**config.mk**
```make
export PLATFORM = sky130hd
export DESIGN_NAME = fare_meter_ctrl
export DESIGN_NICKNAME = d
export VERILOG_FILES = /design/src/rtl/fare_meter_ctrl.sv
export SDC_FILE = /design/constraint.sdc
export NUM_CORES = 1
export LEC_CHECK = 0
export ABC_AREA = 1
export BUFFER_PORTS_ARGS = -buffer_cell sky130_fd_sc_hd__buf_4
export CAP_MARGIN = 10
export CELL_PAD_IN_SITES_DETAIL_PLACEMENT = 0
export CELL_PAD_IN_SITES_GLOBAL_PLACEMENT = 1
export CORE_MARGIN = 5
export CORE_UTILIZATION = 40
export CTS_CLUSTER_SIZE = 24
export DETAILED_ROUTE_END_ITERATION = 10
export GPL_ROUTABILITY_DRIVEN = 0
export GPL_TIMING_DRIVEN = 1
export HOLD_SLACK_MARGIN = 0.03
export PLACE_DENSITY = 0.76
export SETUP_SLACK_MARGIN = 0.02
export SYNTH_ARGS = -nofsm -noshare
export SYNTH_HDL_FRONTEND = slang
export SYNTH_SLANG_ARGS = --single-unit
```
**constraint.sdc**
```tcl
create_clock -name clk -period 4.2 [get_ports clk]
set_input_delay 1.05 -clock clk [delete_from_list [all_inputs] [get_ports clk]]
set_output_delay 1.05 -clock clk [all_outputs]
set_load 0.02 [all_outputs]
```
**src/rtl/fare_meter_ctrl.sv**
```systemverilog
// rtl/fare_meter_ctrl.sv - taxi meter trip sequencer with BCD distance/wait fare accumulation
// Optional night distance rate is enabled by defining FARE_NIGHT_RATE_EN.
module fare_meter_ctrl #(
`ifdef FARE_NIGHT_RATE_EN
  parameter logic [15:0] NIGHT_DIST_INC_BCD = 16'h0013,
`endif
  parameter int unsigned SEC_DIV        = 50_000_000,
  parameter logic [15:0] START_FARE_BCD = 16'h0100,
  parameter int unsigned FREE_DIST      = 30,
  parameter int unsigned DIST_STEP      = 5,
  parameter logic [15:0] DIST_INC_BCD   = 16'h0010,
  parameter int unsigned STALL_SEC      = 5,
  parameter int unsigned WAIT_SEC       = 60,
  parameter logic [15:0] WAIT_INC_BCD   = 16'h0010
) (
  input  logic        clk,
  input  logic        rst,
  input  logic        start,
  input  logic        stop,
  input  logic        clear,
  input  logic        dist_pulse,
`ifdef FARE_NIGHT_RATE_EN
  input  logic        night,
`endif
  input  logic        max,
  output logic [15:0] distance_fare_bcd,
  output logic [15:0] wait_fare_bcd,
  output logic [15:0] distance_bcd,
  output logic [1:0]  state
);

  localparam int PW  = (SEC_DIV > 1) ? $clog2(SEC_DIV) : 1;
  localparam int FW  = (FREE_DIST > 0) ? $clog2(FREE_DIST + 1) : 1;
  localparam int SW  = $clog2(DIST_STEP + 1);
  localparam int STW = $clog2(STALL_SEC + 1);
  localparam int WW  = $clog2(WAIT_SEC + 1);

  localparam logic [PW-1:0]  PRESC_LAST = PW'(SEC_DIV - 1);
  localparam logic [FW-1:0]  FREE_MAX   = FW'(FREE_DIST);
  localparam logic [SW-1:0]  STEP_LAST  = SW'(DIST_STEP - 1);
  localparam logic [STW-1:0] STALL_LAST = STW'(STALL_SEC - 1);
  localparam logic [WW-1:0]  WAIT_LAST  = WW'(WAIT_SEC - 1);

  typedef enum logic [1:0] {
    S_IDLE = 2'b00,
    S_RUN  = 2'b01,
    S_WAIT = 2'b10,
    S_HOLD = 2'b11
  } state_t;

  state_t state_q, state_d;

  logic [PW-1:0]  presc_q, presc_d;
  logic [FW-1:0]  free_q,  free_d;
  logic [SW-1:0]  step_q,  step_d;
  logic [STW-1:0] stall_q, stall_d;
  logic [WW-1:0]  wait_q,  wait_d;
  logic [15:0]    dfare_q, dfare_d;
  logic [15:0]    wfare_q, wfare_d;
  logic [15:0]    dist_q,  dist_d;

  logic        tick;
  logic        stall_hit;
  logic        wait_hit;
  logic        step_hit;
  logic [15:0] step_inc;

  // Per-digit decimal add; a carry out of the top digit pins the result at 9999.
  function automatic logic [15:0] bcd_add_sat(input logic [15:0] a, input logic [15:0] b);
    logic [15:0] sum;
    logic [4:0]  dig;
    logic        carry;
    sum   = '0;
    carry = 1'b0;
    for (int i = 0; i < 4; i++) begin
      dig = {1'b0, a[4*i +: 4]} + {1'b0, b[4*i +: 4]} + {4'b0000, carry};
      if (dig > 5'd9) begin
        dig   = dig + 5'd6;
        carry = 1'b1;
      end else begin
        carry = 1'b0;
      end
      sum[4*i +: 4] = dig[3:0];
    end
    return carry ? 16'h9999 : sum;
  endfunction

  assign tick      = ((state_q == S_RUN) || (state_q == S_WAIT)) && (presc_q == PRESC_LAST);
  assign stall_hit = (state_q == S_RUN) && tick && !dist_pulse && (stall_q == STALL_LAST);
  assign wait_hit  = (state_q == S_WAIT) && tick && (wait_q == WAIT_LAST);
  assign step_hit  = dist_pulse && (free_q == FREE_MAX) && (step_q == STEP_LAST);

`ifdef FARE_NIGHT_RATE_EN
  assign step_inc = night ? NIGHT_DIST_INC_BCD : DIST_INC_BCD;
`else
  assign step_inc = DIST_INC_BCD;
`endif

  always_ff @(posedge clk or posedge rst) begin
    if (rst) begin
      state_q <= S_IDLE;
    end else begin
      state_q <= state_d;
    end
  end

  always_comb begin
    state_d = state_q;
    case (state_q)
      S_IDLE: if (start) state_d = S_RUN;
      S_RUN: begin
        if (stop)           state_d = S_HOLD;
        else if (stall_hit) state_d = S_WAIT;
      end
      S_WAIT: begin
        if (stop)            state_d = S_HOLD;
        else if (dist_pulse) state_d = S_RUN;
      end
      S_HOLD: if (clear) state_d = S_IDLE;
      default: state_d = S_IDLE;
    endcase
  end

  always_comb begin
    presc_d = presc_q;
    free_d  = free_q;
    step_d  = step_q;
    stall_d = stall_q;
    wait_d  = wait_q;
    dfare_d = dfare_q;
    wfare_d = wfare_q;
    dist_d  = dist_q;
    case (state_q)
      S_IDLE: begin
        if (start) begin
          presc_d = '0;
          free_d  = '0;
          step_d  = '0;
          stall_d = '0;
          wait_d  = '0;
          dfare_d = START_FARE_BCD;
          wfare_d = '0;
          dist_d  = '0;
        end
      end
      S_HOLD: begin
        if (clear) begin
          presc_d = '0;
          free_d  = '0;
          step_d  = '0;
          stall_d = '0;
          wait_d  = '0;
          dfare_d = '0;
          wfare_d = '0;
          dist_d  = '0;
        end
      end
      default: begin
        // stop wins: a pulse or tick landing on the stop cycle is discarded
        if (!stop) begin
          presc_d = tick ? '0 : presc_q + PW'(1);
          if (dist_pulse) begin
            dist_d  = bcd_add_sat(dist_q, 16'h0001);
            stall_d = '0;
            if (free_q != FREE_MAX) free_d = free_q + FW'(1);
            else                    step_d = (step_q == STEP_LAST) ? '0 : step_q + SW'(1);
            if (step_hit && !max) dfare_d = bcd_add_sat(dfare_q, step_inc);
          end else if (tick && (state_q == S_RUN)) begin
            stall_d = stall_hit ? '0 : stall_q + STW'(1);
          end
          if (tick && (state_q == S_WAIT)) begin
            wait_d = wait_hit ? '0 : wait_q + WW'(1);
            if (wait_hit && !max) wfare_d = bcd_add_sat(wfare_q, WAIT_INC_BCD);
          end
        end
      end
    endcase
  end

  always_ff @(posedge clk or posedge rst) begin
    if (rst) begin
      presc_q <= '0;
      free_q  <= '0;
      step_q  <= '0;
      stall_q <= '0;
      wait_q  <= '0;
      dfare_q <= '0;
      wfare_q <= '0;
      dist_q  <= '0;
    end else begin
      presc_q <= presc_d;
      free_q  <= free_d;
      step_q  <= step_d;
      stall_q <= stall_d;
      wait_q  <= wait_d;
      dfare_q <= dfare_d;
      wfare_q <= wfare_d;
      dist_q  <= dist_d;
    end
  end

  always_comb begin
    state             = state_q;
    distance_fare_bcd = dfare_q;
    wait_fare_bcd     = wfare_q;
    distance_bcd      = dist_q;
  end

endmodule

```
# After elaboration in Yosys (flattened, before gate mapping)
# Index checks and enable logic that the tools add are counted.
[totals] ff_bits=93 latch_bits=0 ramBits=0 rom_bits=0 output_inout_bits=50 wordCells=222 mem_count=0
[op_classes] add_sub_neg=29 mul=0 n_div=0 n_lt_le_gt_ge=12 n_eq_ne=15 shifts=0 muxes=121 bitwise_logic=0 reduce_logical=34
[op_table] op="two-way mux 16 bit" n=14
[op_table] op="two-way mux 26 bit" n=4
[op_table] op="case mux 16 bit (2 select lines)" n=3
[op_table] op="two-way mux 1 bit" n=56
[op_table] op="case mux 26 bit (2 select lines)" n=1
[op_table] op="greater-than comparator 5 x 4 -> 1 bit, second input constant" n=10
[op_table] op="adder 4 x 3 -> 4 bit, second input constant" n=12
[op_table] op="two-way mux 4 bit" n=12
[op_table] op="adder 4 x 1 -> 5 bit" n=7
[op_table] op="two-way mux 3 bit" n=10
[op_table] op="two-way mux 6 bit" n=5
[op_table] op="adder 26 x 1 -> 26 bit, second input constant" n=1
[op_table] op="== test 26 bit, second input constant" n=1
[op_table] op="two-way mux 5 bit" n=5
[op_table] op="AND reduction 5 bit" n=4
[op_table] op="AND reduction 4 bit" n=4
[op_table] op="adder 4 x 1 -> 5 bit, second input constant" n=3
[op_table] op="nonzero test 3 bit" n=5
[op_table] op="two-way mux 2 bit" n=6
[op_table] op="case mux 3 bit (2 select lines)" n=2
[op_table] op="case mux 6 bit (2 select lines)" n=1
[op_table] op="AND reduction 6 bit" n=2
[op_table] op="nonzero test 4 bit" n=3
[op_table] op="adder 5 x 1 -> 5 bit" n=2
[op_table] op="other kinds (21)" n=38

# Depth between registers and ports, before layout
[logic_depth] word_depth=36 depth_mapped=29

# Worst setup path before layout
# No wires, ideal clock.
[synth_path] path_type="reg-to-reg" startpoint="register dist_q[0] (netlist: distance_bcd[0])" endpoint="register dist_q[0] (netlist: distance_bcd[0])" setup_time_ps=129 arrival_time_ps=4255 required_ps=4071 setup_slack_ps=-184 stages_incl_launch_ff=29 path_buffers=0 period_less_slack_ps=4384 cell_sequence="dfrtp_1 > ha_1 > xor2_1 > inv_1 > ha_1 > nand2_1 > a21oi_1 > o21ai_0 > nand2_1 > ha_1 > ha_1 > xnor2_1 > nand2_1 > nand2_1 > nand2_1 > ha_1 > ha_1 > xnor2_1 > nand2_1 > nand2_1 > nand2_1 > ha_1 > ha_1 > xnor2_1 > o211ai_1 > nand2_1 > inv_1 > o21ai_0 > o21ai_0"
[synth_via] elab_chain_cells=28
[synth_rtl] item="start, declared" line="60" rtl="logic [15:0] dist_q, dist_d;"
[synth_rtl] item="start signal, assigned" line="198" rtl="dist_q <= dist_d;"
[synth_rtl] item="adder 4 x 1 -> 5 bit (*)" line="76" rtl="dig = {1'b0, a[4*i +: 4]} + {1'b0, b[4*i +: 4]} + {4'b0000, carry};"
[synth_rtl] item="greater-than comparator 5 x 4 -> 1 bit" line="77" rtl="if (dig > 5'd9) begin"
[synth_rtl] item="two-way mux 1 bit" line="77"
[synth_rtl] item="two-way mux 1 bit" line="162" rtl="if (dist_pulse) begin"
[synth_rtl] item="two-way mux 1 bit" line="160" rtl="if (!stop) begin"
[synth_rtl] item="two-way mux 1 bit" line="133" rtl="case (state_q)"
[synth_rtl] item="adder 4 x 1 -> 5 bit" line="76"
[synth_rtl] item="greater-than comparator 5 x 4 -> 1 bit" line="77"
[synth_rtl] item="[... 12 more ...]"
[synth_rtl] item="two-way mux 1 bit" line="77"
[synth_rtl] item="two-way mux 1 bit" line="162"
[synth_rtl] item="two-way mux 1 bit" line="160"
[synth_rtl] item="two-way mux 1 bit" line="133"
[synth_rtl] item="two-way mux 16 bit (*)" line="85" rtl="return carry ? 16'h9999 : sum;"
[synth_rtl] item="two-way mux 16 bit (*)" line="162"
[synth_rtl] item="two-way mux 16 bit (*)" line="160"
[synth_rtl] item="case mux 16 bit (2 select lines) (*)" line="133"
# Every way passes the cells marked *; elsewhere a longest branch is shown, timed or not. The select of a mux whose other input is x is not followed.
# A chain may end at the register's enable or synchronous reset.

# Worst setup path in the final report
[layout_path] startpoint="register dist_q[0] (netlist: distance_bcd[0])" endpoint="register dist_q[7] (netlist: distance_bcd[7])"
[layout_via] elab_chain_cells=28
[layout_rtl] item="adder 4 x 1 -> 5 bit (*)" line="76"
[layout_rtl] item="greater-than comparator 5 x 4 -> 1 bit (*)" line="77"
[layout_rtl] item="two-way mux 1 bit (*)" line="77"
[layout_rtl] item="two-way mux 1 bit (*)" line="162"
[layout_rtl] item="two-way mux 1 bit (*)" line="160"
[layout_rtl] item="two-way mux 1 bit (*)" line="133"
[layout_rtl] item="adder 4 x 1 -> 5 bit (*)" line="76"
[layout_rtl] item="greater-than comparator 5 x 4 -> 1 bit" line="77"
[layout_rtl] item="[... 12 more ...]"
[layout_rtl] item="two-way mux 1 bit" line="77"
[layout_rtl] item="two-way mux 1 bit" line="162"
[layout_rtl] item="two-way mux 1 bit" line="160"
[layout_rtl] item="two-way mux 1 bit" line="133"
[layout_rtl] item="two-way mux 16 bit (*)" line="85"
[layout_rtl] item="two-way mux 16 bit (*)" line="162"
[layout_rtl] item="two-way mux 16 bit (*)" line="160"
[layout_rtl] item="case mux 16 bit (2 select lines) (*)" line="133"
# Marked as above.

==> key figures <==
Timing
  • Final Skew: 0.0126 ns
  • Fin. max-slew vios: 0
  • Min cycle time layout: 4.03 ns
  • Worst Tran Pin Value: 0.958 ns
  • Fmax: 0.248 GHz
  • Final worst-path cycle share: 0.960
  • Final Hold Fails: 0
  • RSZ-0062 raised after global routing: true
  • Post-route setup slack: 0.166 ns
  • Final setup violation count: 0
  • Slew HR: 0.361

Pwr
  • LEAKAGE: 3.58 nW
  • Clock power frac: 0.212
  • Combinational Power Share: 0.500
  • Internal power: 0.00246 W
  • Total Power: 0.00448 W
  • VDD IR max: 295 uV
  • Flop pwr share: 0.288
  • Pwr dens: 604 mW/mm^2
  • Sw Pwr: 0.00201 W
  • Sw frac: 0.450

Layout
  • Final Core Density: 0.508
  • Most common cell after layout, fill and taps aside: nand2_1
  • Post-layout nets: 923
  • Fin cells: 1064
  • Area Overhead vs Synth: 24.0%
  • Antenna cells: 0
  • Most frequent cells in the layout: nand2_1 (182), buf_4 (91), dfrtp_1 (90)
  • # fillers: 1382
  • Layout cells sized above 1: 0.202

Clock tree
  • CTS Root Cell: clkbuf_16
  • Clk Latency, worst-skew pair: 0.35 ns
  • Clock sink total: 93
  • CTS tree: yes
  • CTS Hold Bufs: 0
  • Clock slew at reported path FFs: 0.07 ns
  • CTS Buf Count: 9
  • CTS H-tree depth: 3
  • Clock buffer depth: 2

Critical path
  • Slowest CP cell: dfrtp_2
  • Setup crit start: distance_bcd[0]$_DFFE_PP0P_
  • Critical path class: flop to flop
  • Critical path destination: distance_bcd[7]$_DFFE_PP0P_
  • FF-to-FF End: distance_bcd[7]$_DFFE_PP0P_
  • Buf+Inv Stages, Crit Path: 2
  • CP most frequent cell: ha_4
  • Reg2reg path depth: 29
  • Max stage delay on crit path: 0.43 ns
  • Cell family with most CP delay: adder cells
  • Reg-to-reg slack, setup: 0.17 ns
  • Crit path DAT: 4.26 ns
  • Reg2reg start: distance_bcd[0]$_DFFE_PP0P_
  • Critical-path maximum fanout: 4
  • CP Depth: 29
  • Worst EP required: 4.42 ns
  • Crit. End Element: flop
  • Worst setup SP type: flop

Global routing
  • First-pass GRT wire length: 25.1 mm
  • Initial antenna violation count: 0
  • GR Util All Layers: 0.170
  • Largest net degree at the start of global routing: 52
  • Vias in the first global route: 5325
  • Grt ovf: 0

Route
  • Routed len/inst: 13.7 um
  • Vias/cell: 5.09
  • Initial DRC Count: 269
  • Pre-antenna DRT Iters: 5
  • # DRC: 0
  • Post-Route WL: 14.6 mm
  • Vias after detailed routing: 5420
  • Antenna viol nets, final: 0

Floorplanning
  • Core area: 0.0146 mm^2
  • Top Ports: 57
  • Die Wd: 132 um
  • DIE AREA: 0.0175 mm^2
  • Core Rows: 44
  • Die Y: 132 um
  • Initial cell density of the core: 0.410

Yosys
  • Ys flop type: dfrtp_1
  • Synthesis warning total: 0
  • Seq/Total Area, Yosys: 0.389
  • Synth cell types: 41
  • Flops & latches, synth: 93
  • Xor/xnor share of the synthesized area: 0.0615
  • Mean Syn Cell Area: 7.61 um^2
  • EDFF count, synth: 0
  • Compound-Gate Fraction of Synth Area: 0.108
  • Ys async rst share: 1.00
  • Largest family of logic cells by synthesized area: simple AND/OR/NAND/NOR gates
  • Simple-gate share of the synthesized area: 0.283
  • Mux contribution to synthesized area: 0
  • Synth Instances: 786
  • Synth Area in Adders: 0.0858
  • Mapped cell area: 0.00598 mm^2
  • Net Count, Synth: 834

Place
  • Pre-CTS setup slack: -0.258 ns
  • DP Wirelength: 10.7 mm
  • Dpl cells: 1039
  • I/O Buffers: 56

Run status
  • Outcome: completed

Run
  • Max_cap viols: 0

Hold path
  • Worst Hold Class: flop to flop
[cell usage after synthesis (12+ instances only)]
cell     number  area (um^2)
a21oi_1      19         95.1
dfrtp_1      93         2330
ha_1         41          513
inv_1        88          330
nand2_1     194          728
nand3_1      70          350
nand4_1      18          113
nor2_1       68          255
nor3_1       17         85.1
o21ai_0      60          300
o21ai_1      12         60.1
xnor2_1      12          105
xor2_1       30          263
[metal layers]
layer | vias to the layer above | GRT usage | part of all wire
met1 | 2570 | 0.230 | 0.47
met4 | 0 | 0.0515 | 0.012
li1 | 2752 | - | -
met3 | 13 | 0.0267 | 0.035
met2 | 85 | 0.280 | 0.48
met5 | - | 0 | 0
[final cells by class]
| cell class | instances | area (um^2) | share of cell area |
|---|---|---|---|
| Inverter | 94 | 355 | 0.0479 |
| Sequential cell | 93 | 2330 | 0.314 |
| Clock inverter | 4 | 95.1 | 0.0128 |
| Clock buffer | 12 | 246 | 0.0332 |
| Multi-Input combinational cell | 584 | 3440 | 0.464 |
| Timing Repair Buffer | 93 | 714 | 0.0964 |
| Tap cell | 184 | 230 | 0.0311 |
[state kept, by name, summed over array words and instances, names as in the netlist]
signal             cells
free_q                 5
step_q                 3
distance_fare_bcd     16
stall_q                3
state                  2
distance_bcd          16
presc_q               26
wait_fare_bcd         16
wait_q                 6
[metrics by stage]
stage | hold WS [ns] | area (um^2) | setup TNS [ns]
detailed placement | 0.491 | 6820 | -2.52
floorplan | 0.487 | 6030 | 0
finish | 0.506 | 7410 | 0
global placement | 0.487 | 6820 | -0.365
global route | 0.539 | 7410 | -0.245
CTS | 0.508 | 7200 | 0
[worst min path at each step]
stage                                         to                    startpoint  depth (start not counted)  slack (ns)
global placement    wait_fare_bcd[0]$_DFFE_PP0P_  wait_fare_bcd[0]$_DFFE_PP0P_                          2        0.49
detailed placement  wait_fare_bcd[0]$_DFFE_PP0P_  wait_fare_bcd[0]$_DFFE_PP0P_                          2        0.49
global route        wait_fare_bcd[4]$_DFFE_PP0P_  wait_fare_bcd[4]$_DFFE_PP0P_                          2        0.54
finish              wait_fare_bcd[0]$_DFFE_PP0P_  wait_fare_bcd[0]$_DFFE_PP0P_                          2        0.51
CTS                 wait_fare_bcd[0]$_DFFE_PP0P_  wait_fare_bcd[0]$_DFFE_PP0P_                          2        0.51
floorplan                  wait_q[0]$_DFFE_PP0P_         wait_q[0]$_DFFE_PP0P_                          2        0.49
[worst register-to-register path, delay by kind of cell (launching register included)]
| kind | cells | cell delay [ns] |
|---|---|---|
| and+or+nand+nor | 11 | 0.92 |
| DFF | 1 | 0.43 |
| adders and majority gates | 8 | 1.35 |
| AOI/OAI and AO/OA | 4 | 0.37 |
| buffers and inverters | 2 | 0.20 |
| xor gates and xnor gates | 4 | 0.63 |
[kinds of logic after synthesis]
kind of cell	after synthesis
AO/OA/AOI/OAI	113
XOR/XNOR	42
adder cells (fa/ha/maj)	41
buffers and inverters	109
flip-flops	93
AND/OR/NAND/NOR	388
[power groups by stage]
stage	sequential (W)	clock [W]	combinational, W
after floorplan	0.00139	0	0.00134
after global placement	0.00128	0	0.00210
after detailed placement	0.00129	0	0.00215
after CTS	0.00127	0.000973	0.00217
after global routing	0.00132	0.00101	0.00251
final	0.00129	0.000950	0.00224
[timing repair]
action                                  CTS  global route
setup buffers                             3             6
endpoints found under the setup margin   15            44
pin swaps                                 2            16
gates resized for setup                   5            53
cloned                                    0             0
(Power assumes the default switching activity.)
